[src/rtl/axis_pkg.sv]
// Shared definitions for the packet arbiter: default geometry and FSM encoding.
package axis_pkg;

  localparam int DEF_N_PORTS      = 7;
  localparam int DEF_WEIGHT_WIDTH = 4;
  localparam int DEF_IDX_WIDTH    = 3;

  // IDLE searches for a new owner, BUSY carries one packet,
  // NEXT decides whether the owner keeps the grant for another packet.
  typedef enum logic [1:0] {
    ST_IDLE = 2'd0,
    ST_BUSY = 2'd1,
    ST_NEXT = 2'd2
  } arb_state_t;

endpackage

[src/rtl/axis_pkt_arbiter_if.sv]
// Arbiter bundle: request/config inputs, observed output-beat handshake and
// the registered grant. The slave modport is the arbiter, the master modport
// is the surrounding switch fabric.
interface axis_pkt_arbiter_if #(
  parameter int N_PORTS      = axis_pkg::DEF_N_PORTS,
  parameter int WEIGHT_WIDTH = axis_pkg::DEF_WEIGHT_WIDTH,
  parameter int IDX_WIDTH    = axis_pkg::DEF_IDX_WIDTH
);

  logic [N_PORTS-1:0]              req;
  logic [N_PORTS-1:0]              cfg_enable;
  logic [N_PORTS*WEIGHT_WIDTH-1:0] cfg_weight;
  logic                            m_tvalid;
  logic                            m_tready;
  logic                            m_tlast;
  logic [N_PORTS-1:0]              grant;
  logic [IDX_WIDTH-1:0]            grant_idx;
  logic                            grant_valid;

  modport master (
    output req, cfg_enable, cfg_weight, m_tvalid, m_tready, m_tlast,
    input  grant, grant_idx, grant_valid
  );

  modport slave (
    input  req, cfg_enable, cfg_weight, m_tvalid, m_tready, m_tlast,
    output grant, grant_idx, grant_valid
  );

endinterface

[src/rtl/axis_pkt_arbiter_rr_search.sv]
// Round-robin first-eligible search. Purely combinational so the whole ring
// is scanned in a single cycle no matter how many ports are skipped.
module rr_search import axis_pkg::*; #(
  parameter int N_PORTS   = DEF_N_PORTS,
  parameter int IDX_WIDTH = DEF_IDX_WIDTH
) (
  input  logic [N_PORTS-1:0]   eligible,
  input  logic [IDX_WIDTH-1:0] start,
  output logic                 found,
  output logic [IDX_WIDTH-1:0] idx
);

  int                   pos;
  logic [IDX_WIDTH-1:0] cand;

  // Visit every port once beginning at start, wrapping past the top port;
  // the first eligible one wins.
  always_comb begin
    // NOTE: every variable written here gets a default first, so no path
    // through the block can leave a value held and infer a latch.
    found = 1'b0;
    idx   = '0;
    pos   = 0;
    cand  = '0;
    for (int k = 0; k < N_PORTS; k++) begin
      pos = int'(start) + k;
      if (pos >= N_PORTS) pos = pos - N_PORTS;
      cand = IDX_WIDTH'(pos);
      if (!found && eligible[cand]) begin
        found = 1'b1;
        idx   = cand;
      end
    end
  end

endmodule

[src/rtl/axis_pkt_arbiter.sv]
// Weighted round-robin packet arbiter. A port keeps its grant for up to
// cfg_weight whole packets (0 counts as 1) and is never preempted mid-packet.
// Downstream datapaths mux on grant_idx and gate each FIFO tready with grant.
module axis_pkt_arbiter import axis_pkg::*; #(
  parameter int N_PORTS      = DEF_N_PORTS,
  parameter int WEIGHT_WIDTH = DEF_WEIGHT_WIDTH,
  parameter int IDX_WIDTH    = DEF_IDX_WIDTH
) (
  input logic              aclk,
  input logic              aresetn,
  axis_pkt_arbiter_if.slave bus
);

  localparam logic [IDX_WIDTH-1:0] LAST_PORT = IDX_WIDTH'(N_PORTS - 1);

  arb_state_t              state, state_n;
  logic [WEIGHT_WIDTH-1:0] credit, credit_n;
  logic [IDX_WIDTH-1:0]    last_idx, last_idx_n;
  logic [N_PORTS-1:0]      grant_q, grant_n;
  logic [IDX_WIDTH-1:0]    grant_idx_q, grant_idx_n;
  logic                    grant_valid_q, grant_valid_n;

  logic [N_PORTS-1:0]      eligible;
  logic [IDX_WIDTH-1:0]    start_idx;
  logic                    found;
  logic [IDX_WIDTH-1:0]    found_idx;
  logic [WEIGHT_WIDTH-1:0] found_weight;
  logic                    last_beat;

  assign eligible     = bus.req & bus.cfg_enable;
  assign start_idx    = (last_idx == LAST_PORT) ? '0 : last_idx + 1'b1;
  assign found_weight = bus.cfg_weight[int'(found_idx) * WEIGHT_WIDTH +: WEIGHT_WIDTH];
  assign last_beat    = bus.m_tvalid & bus.m_tready & bus.m_tlast;

  assign bus.grant       = grant_q;
  assign bus.grant_idx   = grant_idx_q;
  assign bus.grant_valid = grant_valid_q;

  rr_search #(
    .N_PORTS   (N_PORTS),
    .IDX_WIDTH (IDX_WIDTH)
  ) u_rr_search (
    .eligible (eligible),
    .start    (start_idx),
    .found    (found),
    .idx      (found_idx)
  );

  // State and grant registers; reset parks last_idx on the top port so the
  // first search after reset starts at port 0.
  always_ff @(posedge aclk or negedge aresetn) begin
    if (!aresetn) begin
      state         <= ST_IDLE;
      credit        <= '0;
      last_idx      <= LAST_PORT;
      grant_q       <= '0;
      grant_idx_q   <= '0;
      grant_valid_q <= 1'b0;
    end else begin
      // NOTE: non-blocking here so every register samples pre-edge values,
      // independent of statement order.
      state         <= state_n;
      credit        <= credit_n;
      last_idx      <= last_idx_n;
      grant_q       <= grant_n;
      grant_idx_q   <= grant_idx_n;
      grant_valid_q <= grant_valid_n;
    end
  end

  // Next-state logic: grant on search hit, spend one credit per last beat,
  // keep the owner between packets only while it stays eligible.
  always_comb begin
    state_n       = state;
    credit_n      = credit;
    last_idx_n    = last_idx;
    grant_n       = grant_q;
    grant_idx_n   = grant_idx_q;
    grant_valid_n = grant_valid_q;
    unique case (state)
      ST_IDLE: begin
        grant_n       = '0;
        grant_valid_n = 1'b0;
        if (found) begin
          state_n       = ST_BUSY;
          grant_n       = N_PORTS'(1) << found_idx;
          grant_idx_n   = found_idx;
          grant_valid_n = 1'b1;
          credit_n      = (found_weight == '0) ? WEIGHT_WIDTH'(1) : found_weight;
        end
      end
      ST_BUSY: begin
        if (last_beat) begin
          credit_n   = (credit == '0) ? '0 : credit - 1'b1;
          last_idx_n = grant_idx_q;
          if (credit_n == '0) begin
            state_n       = ST_IDLE;
            grant_n       = '0;
            grant_valid_n = 1'b0;
          end else begin
            state_n = ST_NEXT;
          end
        end
      end
      ST_NEXT: begin
        if (eligible[grant_idx_q]) begin
          state_n = ST_BUSY;
        end else begin
          state_n       = ST_IDLE;
          grant_n       = '0;
          grant_valid_n = 1'b0;
        end
      end
      default: begin
        state_n       = ST_IDLE;
        grant_n       = '0;
        grant_valid_n = 1'b0;
      end
    endcase
  end

endmodule

[src/flat_wrapper.sv]
// flat-port wrapper written by rule: the top's interface ports become plain ports
module axis_pkt_arbiter_flat import axis_pkg::*;
#(
  parameter int N_PORTS      = DEF_N_PORTS,
  parameter int WEIGHT_WIDTH = DEF_WEIGHT_WIDTH,
  parameter int IDX_WIDTH    = DEF_IDX_WIDTH
)
  (aclk, aresetn, bus_req, bus_cfg_enable, bus_cfg_weight, bus_m_tvalid, bus_m_tready, bus_m_tlast, bus_grant, bus_grant_idx, bus_grant_valid);
  axis_pkt_arbiter_if #(.N_PORTS(N_PORTS), .WEIGHT_WIDTH(WEIGHT_WIDTH), .IDX_WIDTH(IDX_WIDTH)) bus_i ();
  input logic aclk;
  input logic aresetn;
  input wire logic [$bits(bus_i.req)-1:0] bus_req;
  input wire logic [$bits(bus_i.cfg_enable)-1:0] bus_cfg_enable;
  input wire logic [$bits(bus_i.cfg_weight)-1:0] bus_cfg_weight;
  input wire logic [$bits(bus_i.m_tvalid)-1:0] bus_m_tvalid;
  input wire logic [$bits(bus_i.m_tready)-1:0] bus_m_tready;
  input wire logic [$bits(bus_i.m_tlast)-1:0] bus_m_tlast;
  output wire logic [$bits(bus_i.grant)-1:0] bus_grant;
  output wire logic [$bits(bus_i.grant_idx)-1:0] bus_grant_idx;
  output wire logic [$bits(bus_i.grant_valid)-1:0] bus_grant_valid;
  assign bus_i.req = bus_req;
  assign bus_i.cfg_enable = bus_cfg_enable;
  assign bus_i.cfg_weight = bus_cfg_weight;
  assign bus_i.m_tvalid = bus_m_tvalid;
  assign bus_i.m_tready = bus_m_tready;
  assign bus_i.m_tlast = bus_m_tlast;
  assign bus_grant = bus_i.grant;
  assign bus_grant_idx = bus_i.grant_idx;
  assign bus_grant_valid = bus_i.grant_valid;
  axis_pkt_arbiter #(.N_PORTS(N_PORTS), .WEIGHT_WIDTH(WEIGHT_WIDTH), .IDX_WIDTH(IDX_WIDTH)) u_core (.aclk(aclk), .aresetn(aresetn), .bus(bus_i));
endmodule
[config.mk]
export PLATFORM = sky130hd
export DESIGN_NAME = axis_pkt_arbiter_flat
export DESIGN_NICKNAME = d
export VERILOG_FILES = /design/src/rtl/axis_pkg.sv /design/src/rtl/axis_pkt_arbiter_if.sv /design/src/rtl/axis_pkt_arbiter_rr_search.sv /design/src/rtl/axis_pkt_arbiter.sv /design/src/flat_wrapper.sv
export SDC_FILE = /design/constraint.sdc
export NUM_CORES = 1
export LEC_CHECK = 0
export ABC_AREA = 1
export BUFFER_PORTS_ARGS = -buffer_cell sky130_fd_sc_hd__buf_2
export CAP_MARGIN = 0
export CORE_ASPECT_RATIO = 0.5
export CORE_UTILIZATION = 40
export DETAILED_ROUTE_END_ITERATION = 8
export HOLD_SLACK_MARGIN = 0.15
export PLACE_DENSITY = 0.6
export SYNTH_ARGS = -nofsm -noshare
export SYNTH_HDL_FRONTEND = slang
export SYNTH_SLANG_ARGS = --single-unit
[constraint.sdc]
create_clock -name aclk -period 4.96 [get_ports aclk]
set_input_delay 0.496 -clock aclk [delete_from_list [all_inputs] [get_ports aclk]]
set_output_delay 0.496 -clock aclk [all_outputs]
set_load 0.05 [all_outputs]
==> results of run 1 <==
==> final cells by class <==
type                       count  area share [%]
multi-input combinational    411            61.7
timing repair buffer          60            9.43
tap                           92            3.53
sequential                    20            15.4
clock buffer                   4            2.41
inverter                      65            7.47
==> critical path, delay by kind of cell (launching register included) <==
kind / cells / cell delay, ns
fa+ha+maj: 2 / 0.73
simple gates: 23 / 2.41
flops: 1 / 0.58
compound gates: 1 / 0.38
buf+inv: 3 / 0.25
==> metrics by stage <==
step / instances / setup TNS [ns] / area, um2 / util, % / hold WS, ns
floorplan: 501 / 0 / 2800 / - / 0.200
global placement: 648 / 0 / 3180 / 47.2 / 0.467
detailed placement: 648 / 0 / 3180 / 47.2 / 0.466
CTS: 652 / 0 / 3260 / 48.4 / 0.198
global route: 652 / -0.000322 / 3260 / 48.5 / 0.223
finish: 652 / 0 / 3260 / 48.5 / 0.180
==> state kept, by name, summed over array words and instances (netlist names) <==
name	count
u_core.last_idx	3
u_core.state	2
u_core.bus.grant_valid	1
u_core.bus.grant_idx	3
u_core.bus.grant	7
u_core.credit	4
==> layout by cell type, fill, tap and decap left out <==
master,synthesis,layout
nand2_2,5,5
nand3_2,2,2
or2_2,1,1
nor2_4,3,3
o21ai_4,1,2
o21ai_0,41,41
nand3b_1,2,2
a21oi_2,2,2
o211ai_1,5,5
nand4_1,6,6
ha_1,10,10
o31ai_1,1,1
inv_2,3,3
o2111ai_1,1,1
o21ai_2,2,1
nand3_4,1,1
nand3_1,96,96
fa_1,1,1
a21boi_1,1,1
inv_1,62,62
nor2_2,6,6
dfrtp_1,18,18
clkbuf_1,0,1
dfstp_2,2,2
nand2_1,170,170
buf_2,0,57
buf_4,3,3
nor2_1,34,34
o21ai_1,8,8
a21oi_1,12,12
clkbuf_16,0,3
==> cells by family after synthesis <==
group	Yosys count	share of synthesized area (%)
AO/OA/AOI/OAI	74	14.9
adder cells (fa/ha/maj)	11	5.18
buffers and inverters	70	10.3
flip-flops	20	18.0
AND/OR/NAND/NOR	326	51.6
==> layer usage <==
metal,vias to the layer above,routed length (um),GRT usage (%)
met4,0,27,3.53
met5,-,0,0
met2,75,3680,40.9
met3,4,324,2.50
li1,1761,-,-
met1,1511,4090,31.5
==> worst min path at each step <==
stage | cells past startpoint | slack [ns] | to | start
after CTS | 1 | 0.20 | u_core.bus.grant[1] | aresetn
after global placement | 1 | 0.47 | u_core.bus.grant[1] | aresetn
final | 1 | 0.18 | u_core.bus.grant[2] | aresetn
after global routing | 1 | 0.22 | u_core.bus.grant[0] | aresetn
after floorplan | 0 | 0.20 | u_core.bus.grant[0] | aresetn
after detailed placement | 1 | 0.47 | u_core.bus.grant[0] | aresetn
==> results.md, run 1 <==
- Setup crit end kind: flip-flop
- Place WS: ~0.48 ns
- CTS tree: done
- Reg2reg end: u_core.credit[0]
- Post-Syn Area: between 2000 and 3000 um2
- Cell type with the largest total area after synthesis: nand2_1
- Final hold vios: 0
- Syn_nets: 559
- Die Width: 120 um
- CTS Hold Bufs: 0
- Routability cong.: 0.981
- Max-cap viol count: 0
- Crit path max fanout: 14
- Period utilization: between 80% and 90%
- Setup Fix Bufs, Post-CTS: 0
- Seq. cell area: a little over 500 um2
- Post-route ant nets: 0
- Synth top area share: between 20 and 25%
- Critical path type: flip-flop to flip-flop
- Most frequent cells after synthesis: nand2_1, nand3_1, inv_1, o21ai_0, nor2_1
- FF-to-FF path depth: 29
- Pin count of the biggest net entering global routing: 21
- Synth area leaders: nand2_1, nand3_1, dfrtp_1
- Worst EP required: 5.10 ns
- Drt pass-1 iters: 4
- # fillers: about 740
- HP Class: input port to async pin
- Placement Rows: 21
- Register area share after synthesis: about 18%
- Chip height: about 60 um
- Most numerous cell in the Yosys netlist: nand2_1
- Iter 0 DRT Violations: 234
- Total Routing Usage GR: 23.0%
- H-tree Lvls: 1
- Post-route setup slack: 0.502 ns
- Proportion of layout cells with a drive suffix above 1: 16.3%
- Max incr delay on CP: 0.58 ns
- EDFF count, synth: 0
- I/O pin count: 58
- Final Skew: 0.00252 ns
- Netlist cell types: 29
- Fmax: 0.224 GHz
- Initial Util: 41.6%
- Final #Nets: 619
- Outcome: finished clean
- Critical path's most frequent cell: nand2_1
- DRC: 0
- FFs w/ async S/R, synth: between 90% and 100%
- Post-Synthesis Cells: 501
- Post-layout minimum cycle time: between 4 and 5 ns
- Setup crit start: u_core.last_idx[1]
- Synth Register Bits: 20
- Area Growth Syn to Fin: 16.6%
- R2R setup slack: roughly 0.50 ns
- Post-cts gate resize count: 0
- Worst R2R Start: u_core.last_idx[1]
- Antenna violations before repair: 0
- Post-synthesis average cell area: 5.59 um2
- Final wirelength: 8.12 mm
- CTS sink cnt: 20
- Worst-path clk slew: about 0.050 ns
- Worst slew pin tran: between 0.6 and 0.7 ns
- Detailed-route via count: 3351
- End of the critical path: u_core.credit[0]
- Syn. warnings: 0
- Worst path arrival time: 4.60 ns
- DP HPWL: 6.49 mm
- Area of the die: 7360 um2
- Max_slew headroom: 59.0%
- Antenna cell count: 0
- Core area: 6730 um2
- CP Launch Type: flip-flop
- WL/cell: 12.5 um
- PortBufs: between 50 and 60
- Setup Viol. Count Final: 0
- First-pass GRT wire length: 13.5 mm
- Area of the multi-input gates: between 2000 and 2500 um2
- Ys flop type: dfrtp_1
- Slew Limit Fails: 0
- Worst-skew pair later-pin latency: between 0.2 and 0.3 ns
- Gr ovfl total: 0
- Vias in the first global route: 2915
- Slowest-stage cell, CP: dfstp_2
- Root Driver: clkbuf_16
- CTS Buffer Depth: 2
- CTS buffer count: 3
- Vias per cell: 5.14
Power of run 1 is left out: the tool's default activity adds up to more than one toggle a clock period on the data nets, which glitch-free logic cannot reach.
==> inputs of run 2 (changes only) <==
Settings changed: PLACE_DENSITY 0.6 to 0.59.
==> results.md, run 2 (synthesis results as in run 1) <==
- Final #Nets: ~620
- Setup_tns: 0 ns
- Seq. cell area: 503 um2
- Core area: 6730 um2
- Initial Util: 41.6%
- WL/cell: approximately 13 um
- Area of the multi-input gates: 2020 um2
- Post-layout minimum cycle time: 4.42 ns
- Max_slew headroom: 60.2%
- Critical path's most frequent cell: nand2_1
- Setup Viol. Count Final: 0
- Vias in the first global route: 2918
- Vias per cell: slightly above 5
- Max FFs per register: 7
- CTS buffer count: 3
- Top sig layer: met4
- Total Routing Usage GR: 23.3%
- DP HPWL: 6.62 mm
- I/O pin count: between 50 and 60
- Met2 WL: 3.72 mm
- Root Driver: clkbuf_16
- CTS Hold Bufs: 0
- Area of the die: about 7400 um2
- Final hold vios: 0
- Slew Limit Fails: 0
- Met3 Wirelength: 407 um
- Final Skew: 0.00204 ns
- CTS Buffer Depth: 2
- Antenna violations before repair: 0
- Critical path type: flip-flop to flip-flop
- Placement Rows: 21
- Post-route ant nets: 0
- Wire length on met1: 4.18 mm
- CTS tree: done
- Proportion of layout cells with a drive suffix above 1: 16.4%
- Chip height: between 60 and 70 um
- PortBufs: 57
- Worst-path clk slew: roughly 0.060 ns
- Die Width: approximately 120 um
- Worst EP required: 5.10 ns
- Final wirelength: 8.34 mm
- Detailed-route via count: 3388
- Crit path max fanout: 16
- Most frequent cells in the layout: nand2_1, nand3_1, inv_1
- Worst path arrival time: 4.57 ns
- Max incr delay on CP: slightly below 0.6 ns
- H-tree Lvls: 1
- Antenna cell count: 0
- Pin count of the biggest net entering global routing: 21
- Area Growth Syn to Fin: 17.1%
- Outcome: finished clean
- Period utilization: between 80% and 90%
- Fmax: around 0.23 GHz
- First-pass GRT wire length: around 14 mm
- Setup crit end kind: flip-flop
- Worst slew pin tran: 0.591 ns
- # fillers: 768
- RSZ-0062 raised after global routing: no
- Worst-skew pair later-pin latency: between 0.2 and 0.3 ns
- Gr ovfl total: 0
- CP Launch Type: flip-flop
- DRC: 0
- Routability cong.: 0.913
- Drt pass-1 iters: 5
- Iter 0 DRT Violations: 214
- CTS sink cnt: 20
- Commonest non-fill, non-tap cell in the layout: nand2_1
- HP Class: input port to async pin
- Slowest-stage cell, CP: dfstp_2
- Max-cap viol count: 0
## run 2: cell counts in the layout (fill, tap and decap cells not counted)
Identical to the previous run, type by type.
## run 2: path summary, 6_finish.rpt
check                      slack, ns                   start  depth (start not counted)                      to
max                             0.54      u_core.last_idx[1]                         29        u_core.credit[0]
min                             0.19                 aresetn                          1     u_core.bus.grant[0]
max reg2reg                     0.54      u_core.last_idx[1]                         29        u_core.credit[0]
min reg2reg                     0.51  u_core.bus.grant_valid                          2  u_core.bus.grant_valid
max in group asynchronous       4.43                 aresetn                          1      u_core.last_idx[2]
min in group aclk               0.51  u_core.bus.grant_valid                          2  u_core.bus.grant_valid
## run 2: worst max-delay path: cells and delay by family (launching register included)
kind | cells | cell delay [ns]
simple gates | 21 | 2.31
fa+ha+maj | 2 | 0.70
flops | 1 | 0.58
compound gates | 1 | 0.38
buf+inv | 5 | 0.35
## run 2: stage by stage
step / utilization (%) / setup WS, ns / instances / area [um2] / hold WS [ns]
floorplan: - / 1.22 / 501 / 2800 / 0.200
global placement: 47.2 / 0.580 / 648 / 3180 / 0.470
detailed placement: 47.2 / 0.525 / 648 / 3180 / 0.469
CTS: 48.6 / 0.506 / 652 / 3270 / 0.199
global route: 48.8 / 0.0505 / 652 / 3280 / 0.230
finish: 48.8 / 0.537 / 652 / 3280 / 0.187
## run 2: layer usage
layer	global-route usage, %	vias to the layer above
met1	32.0	1536
met5	0	-
met2	40.8	83
li1	-	1763
met3	3.33	6
met4	3.17	0
## run 2: final cells by class
cell class,count,area share [%]
repair buffers,60,9.39
well taps,92,3.51
inverters,65,7.44
multi-input cells,411,61.6
clock buffers,4,2.71
flip-flops and latches,20,15.3
## run 2: timing repair
action	CTS	global route
setup buffers	0	0
endpoints found under the setup margin	0	3
gates resized for setup	0	2
Power of run 2 is left out for the same reason.
